File: src/rtl/fifo_rd_burst_framer.sv
// fifo_rd_burst_framer: read side of the async FIFO in the r_clk domain.
// Prefetches FIFO words under a credit limit and absorbs the read latency in a
// small circular buffer. Re-emits the words as a valid/ready stream framed into
// BURST_LEN-beat bursts. A partial burst is closed after HOLD_CYCLES dry cycles.
module fifo_rd_burst_framer #(
    parameter int unsigned DATA_WIDTH  = 32,
    parameter int unsigned RD_LAT      = 2,
    parameter int unsigned SKID_DEPTH  = 4,
    parameter int unsigned BURST_LEN   = 16,
    parameter int unsigned HOLD_CYCLES = 64
) (
    input  logic                  r_clk,
    input  logic                  rrst,
    input  logic                  fifo_empty,
    input  logic [DATA_WIDTH-1:0] fifo_data,
    output logic                  rd_req,
    output logic [DATA_WIDTH-1:0] m_data,
    output logic                  m_valid,
    output logic                  m_last,
    input  logic                  m_ready,
    output logic                  burst_done,
    output logic                  busy
);

    localparam int unsigned PTR_W  = (SKID_DEPTH > 1) ? $clog2(SKID_DEPTH) : 1;
    localparam int unsigned OCC_W  = $clog2(SKID_DEPTH + 1);
    localparam int unsigned INF_W  = $clog2(RD_LAT + 1);
    localparam int unsigned CRD_W  = $clog2(SKID_DEPTH + RD_LAT + 1);
    localparam int unsigned BEAT_W = $clog2(BURST_LEN);
    localparam int unsigned TMR_W  = (HOLD_CYCLES > 1) ? $clog2(HOLD_CYCLES) : 1;

    // Elaboration-time parameter sanity checks
    if (SKID_DEPTH < RD_LAT + 1) begin : g_chk_depth
        $error("SKID_DEPTH must be at least RD_LAT+1");
    end
    if (RD_LAT < 1 || RD_LAT > 4) begin : g_chk_lat
        $error("RD_LAT must be in 1..4");
    end
    if (BURST_LEN < 2 || BURST_LEN > 256) begin : g_chk_burst
        $error("BURST_LEN must be in 2..256");
    end
    if (HOLD_CYCLES < 1 || HOLD_CYCLES > 65535) begin : g_chk_hold
        $error("HOLD_CYCLES must be in 1..65535");
    end

    typedef enum logic [1:0] {
        ST_IDLE,
        ST_STREAM,
        ST_HOLD,
        ST_FLUSH
    } state_t;

    state_t                r_state;
    logic                  r_run;
    logic [RD_LAT-1:0]     r_pipe;
    logic [DATA_WIDTH-1:0] r_mem [SKID_DEPTH];
    logic [PTR_W-1:0]      r_wr_ptr;
    logic [PTR_W-1:0]      r_rd_ptr;
    logic [OCC_W-1:0]      r_occ;
    logic [BEAT_W-1:0]     r_beat_cnt;
    logic [TMR_W-1:0]      r_timer;
    logic                  r_burst_done;

    logic [INF_W-1:0]      w_inflight;
    logic                  w_wr;
    logic                  w_beat_last;
    logic                  w_sole;
    logic                  w_present;
    logic                  w_last;
    logic                  w_xfer;
    logic [OCC_W-1:0]      w_occ_nxt;
    logic                  w_credit;

    // Count reads in flight from the latency pipe
    always_comb begin
        w_inflight = '0;
        for (int unsigned i = 0; i < RD_LAT; i++) begin
            w_inflight = w_inflight + INF_W'(r_pipe[i]);
        end
    end

    // Head-of-buffer presentation and framing decisions
    always_comb begin
        w_wr        = r_pipe[RD_LAT-1];
        w_beat_last = (r_beat_cnt == BEAT_W'(BURST_LEN - 1));
        w_sole      = (r_occ == OCC_W'(1)) && (w_inflight == '0) && fifo_empty && !w_beat_last;
        w_present   = 1'b0;
        w_last      = 1'b0;
        case (r_state)
            ST_STREAM: begin
                w_present = (r_occ != '0) && !w_sole;
                w_last    = w_present && w_beat_last;
            end
            ST_FLUSH: begin
                w_present = (r_occ != '0);
                w_last    = w_present;
            end
            default: begin
                w_present = 1'b0;
                w_last    = 1'b0;
            end
        endcase
        w_xfer    = w_present && m_ready;
        w_occ_nxt = r_occ + OCC_W'(w_wr) - OCC_W'(w_xfer);
        w_credit  = (CRD_W'(r_occ) + CRD_W'(w_inflight)) < CRD_W'(SKID_DEPTH);
    end

    // Reads are gated off until the first clock after reset release
    assign rd_req     = r_run && !fifo_empty && w_credit;
    assign m_valid    = w_present;
    assign m_last     = w_last;
    assign m_data     = w_present ? r_mem[r_rd_ptr] : '0;
    assign burst_done = r_burst_done;
    assign busy       = (r_occ != '0) || (w_inflight != '0) || (r_beat_cnt != '0) ||
                        (r_state != ST_IDLE);

    // Read-enable, latency pipe, pointers and occupancy
    always_ff @(posedge r_clk or negedge rrst) begin
        if (!rrst) begin
            r_run    <= 1'b0;
            r_pipe   <= '0;
            r_wr_ptr <= '0;
            r_rd_ptr <= '0;
            r_occ    <= '0;
        end else begin
            r_run  <= 1'b1;
            r_pipe <= RD_LAT'({r_pipe, rd_req});
            if (w_wr) begin
                r_wr_ptr <= (r_wr_ptr == PTR_W'(SKID_DEPTH - 1)) ? '0 : r_wr_ptr + PTR_W'(1);
            end
            if (w_xfer) begin
                r_rd_ptr <= (r_rd_ptr == PTR_W'(SKID_DEPTH - 1)) ? '0 : r_rd_ptr + PTR_W'(1);
            end
            r_occ <= w_occ_nxt;
        end
    end

    // Buffer storage; contents are don't-care until written
    always_ff @(posedge r_clk) begin
        if (w_wr) begin
            r_mem[r_wr_ptr] <= fifo_data;
        end
    end

    // Framing FSM with beat counter, hold timer and burst_done pulse
    always_ff @(posedge r_clk or negedge rrst) begin
        if (!rrst) begin
            r_state      <= ST_IDLE;
            r_beat_cnt   <= '0;
            r_timer      <= '0;
            r_burst_done <= 1'b0;
        end else begin
            r_burst_done <= w_xfer && w_last;
            case (r_state)
                ST_IDLE: begin
                    if (r_occ != '0) begin
                        r_state <= ST_STREAM;
                    end
                end
                ST_STREAM: begin
                    if (w_xfer) begin
                        if (w_beat_last) begin
                            r_beat_cnt <= '0;
                            if (w_occ_nxt == '0) begin
                                r_state <= ST_IDLE;
                            end
                        end else begin
                            r_beat_cnt <= r_beat_cnt + BEAT_W'(1);
                        end
                    end else if (w_sole) begin
                        r_timer <= '0;
                        r_state <= ST_HOLD;
                    end
                end
                ST_HOLD: begin
                    if (!fifo_empty || (w_inflight != '0)) begin
                        r_timer <= '0;
                        r_state <= ST_STREAM;
                    end else if (r_timer == TMR_W'(HOLD_CYCLES - 1)) begin
                        r_state <= ST_FLUSH;
                    end else begin
                        r_timer <= r_timer + TMR_W'(1);
                    end
                end
                ST_FLUSH: begin
                    if (w_xfer) begin
                        r_beat_cnt <= '0;
                        r_state    <= ST_IDLE;
                    end
                end
                default: begin
                    r_state <= ST_IDLE;
                end
            endcase
        end
    end

    // The credit limit must keep the buffer from ever overflowing
    a_no_overflow: assert property (@(posedge r_clk) disable iff (!rrst)
        !(w_wr && !w_xfer && (r_occ == OCC_W'(SKID_DEPTH))));

endmodule

File: config.mk
export PLATFORM = sky130hd
export DESIGN_NAME = fifo_rd_burst_framer
export DESIGN_NICKNAME = d
export VERILOG_FILES = /design/src/rtl/fifo_rd_burst_framer.sv
export SDC_FILE = /design/constraint.sdc
export NUM_CORES = 1
export LEC_CHECK = 0
export CELL_PAD_IN_SITES_DETAIL_PLACEMENT = 0
export CELL_PAD_IN_SITES_GLOBAL_PLACEMENT = 2
export CORE_ASPECT_RATIO = 0.6
export CORE_MARGIN = 5
export CORE_UTILIZATION = 25
export CTS_CLUSTER_SIZE = 14
export DETAILED_ROUTE_END_ITERATION = 10
export DONT_BUFFER_PORTS = 1
export GPL_TIMING_DRIVEN = 0
export HOLD_SLACK_MARGIN = 0.08
export PLACE_DENSITY = 0.54
export SLEW_MARGIN = 0
export SYNTH_ARGS = -nofsm -noshare
export SYNTH_HDL_FRONTEND = slang
export SYNTH_SLANG_ARGS = --single-unit
File: constraint.sdc
create_clock -name r_clk -period 3.17 [get_ports r_clk]
set_input_delay 0.951 -clock r_clk [delete_from_list [all_inputs] [get_ports r_clk]]
set_output_delay 0.951 -clock r_clk [all_outputs]
set_load 0.005 [all_outputs]
==> impl_results.md <==
* Largest cells by area after synthesis: edfxtp_1 63%, mux4_2 12%, dfrtp_1 9.4%
* Async set-reset flop share out of synthesis at 15.2%
* Worst EP arrival at 3390 ps
* CTS sink cnt at 151
* Layout Skew at 9.13 ps
* Flop2flop setup slack at 80 ps
* FF+latch count, synth at 151
* Vias in the first global route at 3303
* CTS clk-pin slew, worst paths at 70 ps
* Yosys top cell area share at 62.6%
* CP Capture Type: flop
* Netlist Area Pre-Place at 0.00614 mm²
* Most frequent cell after synthesis: edfxtp_1
* Final hold vios at 0
* Critical path type: reg2reg
* Final #Nets at 418
* First-pass GRT wire length at 20400 µm
* Static leakage at 2.53 nW
* Reg2reg start: r_occ[2]$_DFF_PN0_
* Routed Antenna Nets at 0
* Post-synth cell types at 38
* Total of max-cap violations at 0
* Root Buffer: clkbuf_16
* Die Area at 0.0279 mm²
* Via-to-Cell Ratio at 4.32
* Ports at 73
* Fin Setup TNS at 0 ps
* Max clock buf depth at 2
* Fraction of layout cells with a size suffix above 1 at 30.0%
* Top cells by count, synth: 128 x edfxtp_1, 35 x nor2b_1, 32 x mux4_2
* Buf+Inv Stages, Crit Path at 1
* Drt first pass iters at 5
* Largest net degree at the start of global routing at 24
* GR Util All Layers at 10.1%
* Cell taking the most area after synthesis: edfxtp_1
* Status: complete, no violations
* Critical Path Start Type: flop
* Die W at 212 µm
* Top_reg_cell synth: edfxtp_1
* CP Max Fanout at 6
* Post-synth EDFFs at 128
* Avg Synthesized Cell Area at 18.2 µm²
* Worst-case reg-to-reg path depth at 12
* CTS H-tree lvls at 4
* Slew Limit Fails at 0
* Number of diodes at 0
* Final setup violation count at 0
* Post-synthesis sequential area ratio at 72.0%
* Mapped Cells at 338
* Iteration-0 DRC Markers at 104
* Worst path slowest cell: dfrtp_1
* RSZ-0062 raised after global routing: yes
* Die Y at 131 µm
* Maximum VDD drop at 0.000367 V
* Area of the core at 0.0242 mm²
* Pwr/cell area at 905 mW/mm²
* CP max stage delay at 380 ps
* Via count at 3032
* Clk Latency, worst-skew pair at 420 ps
* Initial cell density of the core at 25.4%
* Kind of cell adding the most delay to the critical path: simple AND/OR/NAND/NOR gates
* Setup WS post-layout at 79.0 ps
* Total grt overflow at 0
* TritonCTS Buffers at 17
* DRC violation count after routing at 0
* CTS tree: done
* Post-route clock period utilization at 97.5%
* Final Critical Period at 3090 ps
* RD Place Congestion at 0.718
* Pre-CTS setup slack at -386 ps
* Area growth, synth to finish at 21.5%
* Reg-to-Reg End: r_state[1]$_DFFE_PN0P_
* Syn Nets at 387
* F_max at 324 MHz
* Worst path cell trace: or3_1 -> buf_6 -> and3_4 -> nand2b_4 -> nand2_1 -> ha_1 -> fa_1 -> xnor3_2 -> o31ai_4 -> nand3_2 -> a31oi_4 -> mux2_4
* DPL Wire Length at 9110 µm
* Initial antenna violation count at 0
* Hold Crit Class: in2async
* WL final at 13500 µm
* Rel. slew slack at 58.6%
* WP data required at 3470 ps
* IO buf count at 0
* Synth Warn # at 0
* Slew @ Worst Pin at 621 ps
* Row count at 44
* DR WL/cell at 19.2 µm
[worst max-delay path by stage]
stage	startpoint	to	slack, ps	cells past startpoint
finish	r_occ[2]$_DFF_PN0_	r_state[1]$_DFFE_PN0P_	80	12
global placement	r_beat_cnt[0]$_DFFE_PN0P_	r_state[1]$_DFFE_PN0P_	-370	12
CTS	r_pipe[0]$_DFF_PN0_	m_data[21]	-10	7
floorplan	fifo_empty	r_state[1]$_DFFE_PN0P_	50	12
detailed placement	r_beat_cnt[0]$_DFFE_PN0P_	r_state[1]$_DFFE_PN0P_	-390	12
global route	r_beat_cnt[0]$_DFFE_PN0P_	r_state[1]$_DFFE_PN0P_	-50	12
[cell usage in the layout (no fill, tap or decap), types with 5 or more instances in the layout]
cell / count
nor2b_1: 30
buf_6: 6
dfrtp_1: 20
a21oi_1: 10
edfxtp_1: 128
buf_4: 10
nand2_1: 9
inv_1: 9
ha_1: 10
o21ai_0: 8
mux4_2: 32
nor2_1: 10
nand3_1: 5
clkbuf_16: 17
nor2b_2: 5
[flip-flops by register name (all words and copies together) (netlist names)]
| name | flops |
|---|---|
| r_mem | 128 |
| r_timer | 6 |
| r_beat_cnt | 4 |
| r_occ | 3 |
| r_pipe | 2 |
| r_rd_ptr | 2 |
| r_state | 2 |
| r_wr_ptr | 2 |
| burst_done | 1 |
| r_run | 1 |
[cells by family (layout without fill, tap and decap cells)]
| kind of cell | after synthesis | after routing | synth area share, % |
|---|---|---|---|
| other | 1 | 1 | 0.0611 |
| AO/OA/AOI/OAI | 33 | 33 | 3.46 |
| buffers and inverters | 22 | 64 | 1.51 |
| AND/OR/NAND/NOR | 82 | 82 | 7.60 |
| adder cells (fa/ha/maj) | 13 | 13 | 2.77 |
| XOR/XNOR | 2 | 2 | 0.509 |
| flip-flops | 151 | 151 | 72.0 |
| multiplexers | 34 | 34 | 12.1 |
[final cells by class]
cell class              instances  area [µm²]
repair buffers                 13         178
well taps                     322         403
flip-flops and latches        151        4420
clock inverters                12         129
plain buffers                  12        98.8
clock buffers                  18         429
fillers                      2335       16700
multi-input cells             165        1770
inverters                       9        33.8
[what timing repair did]
item / 4_1_cts / 5_1_grt
gates resized for setup: 30 / 15
hold buffers: 0 / 0
setup endpoints to repair: 35 / 31
gates cloned: 0 / 0
pin swaps: 3 / 6
setup buffers: 5 / 4
[worst register-to-register path, cell delays in order, from the launching register on]
cell and delay [ps]:
dfrtp_1 380, or3_1 380, buf_6 150, and3_4 220
nand2b_4 80, nand2_1 60, ha_1 190, fa_1 370
xnor3_2 270, o31ai_4 230, nand3_2 140, a31oi_4 210
mux2_4 310
[per-layer routing]
| layer | vias up | track usage [%] | share of wire [%] | wire, µm |
|---|---|---|---|---|
| met2 | 74 | 14.7 | 45 | 6130 |
| met3 | 6 | 4.98 | 8.3 | 1130 |
| met4 | 0 | 3.23 | 1.0 | 140 |
| li1 | 1380 | - | - | - |
| met1 | 1572 | 13.2 | 45 | 6100 |
| met5 | - | 0 | 0 | 0 |
[stage by stage]
stage	instances	area (µm²)	util, %	hold WS [ps]	power [mW]
6_report	702	7460	30.9	228	6.75
5_1_grt	702	7460	30.9	183	7.20
4_1_cts	699	7360	30.4	181	6.74
3_5_place_dp	664	6670	27.6	395	4.56
3_3_place_gp	660	6550	27.1	398	4.50
2_1_floorplan	338	6150	-	380	3.93
[power by group]
group          internal [mW]  switching (mW)
Sequential              2.40           0.134
Clock                   1.15           0.781
Combinational           1.08            1.21
Total                   4.62            2.13
Power figures use the tool's default switching activity.
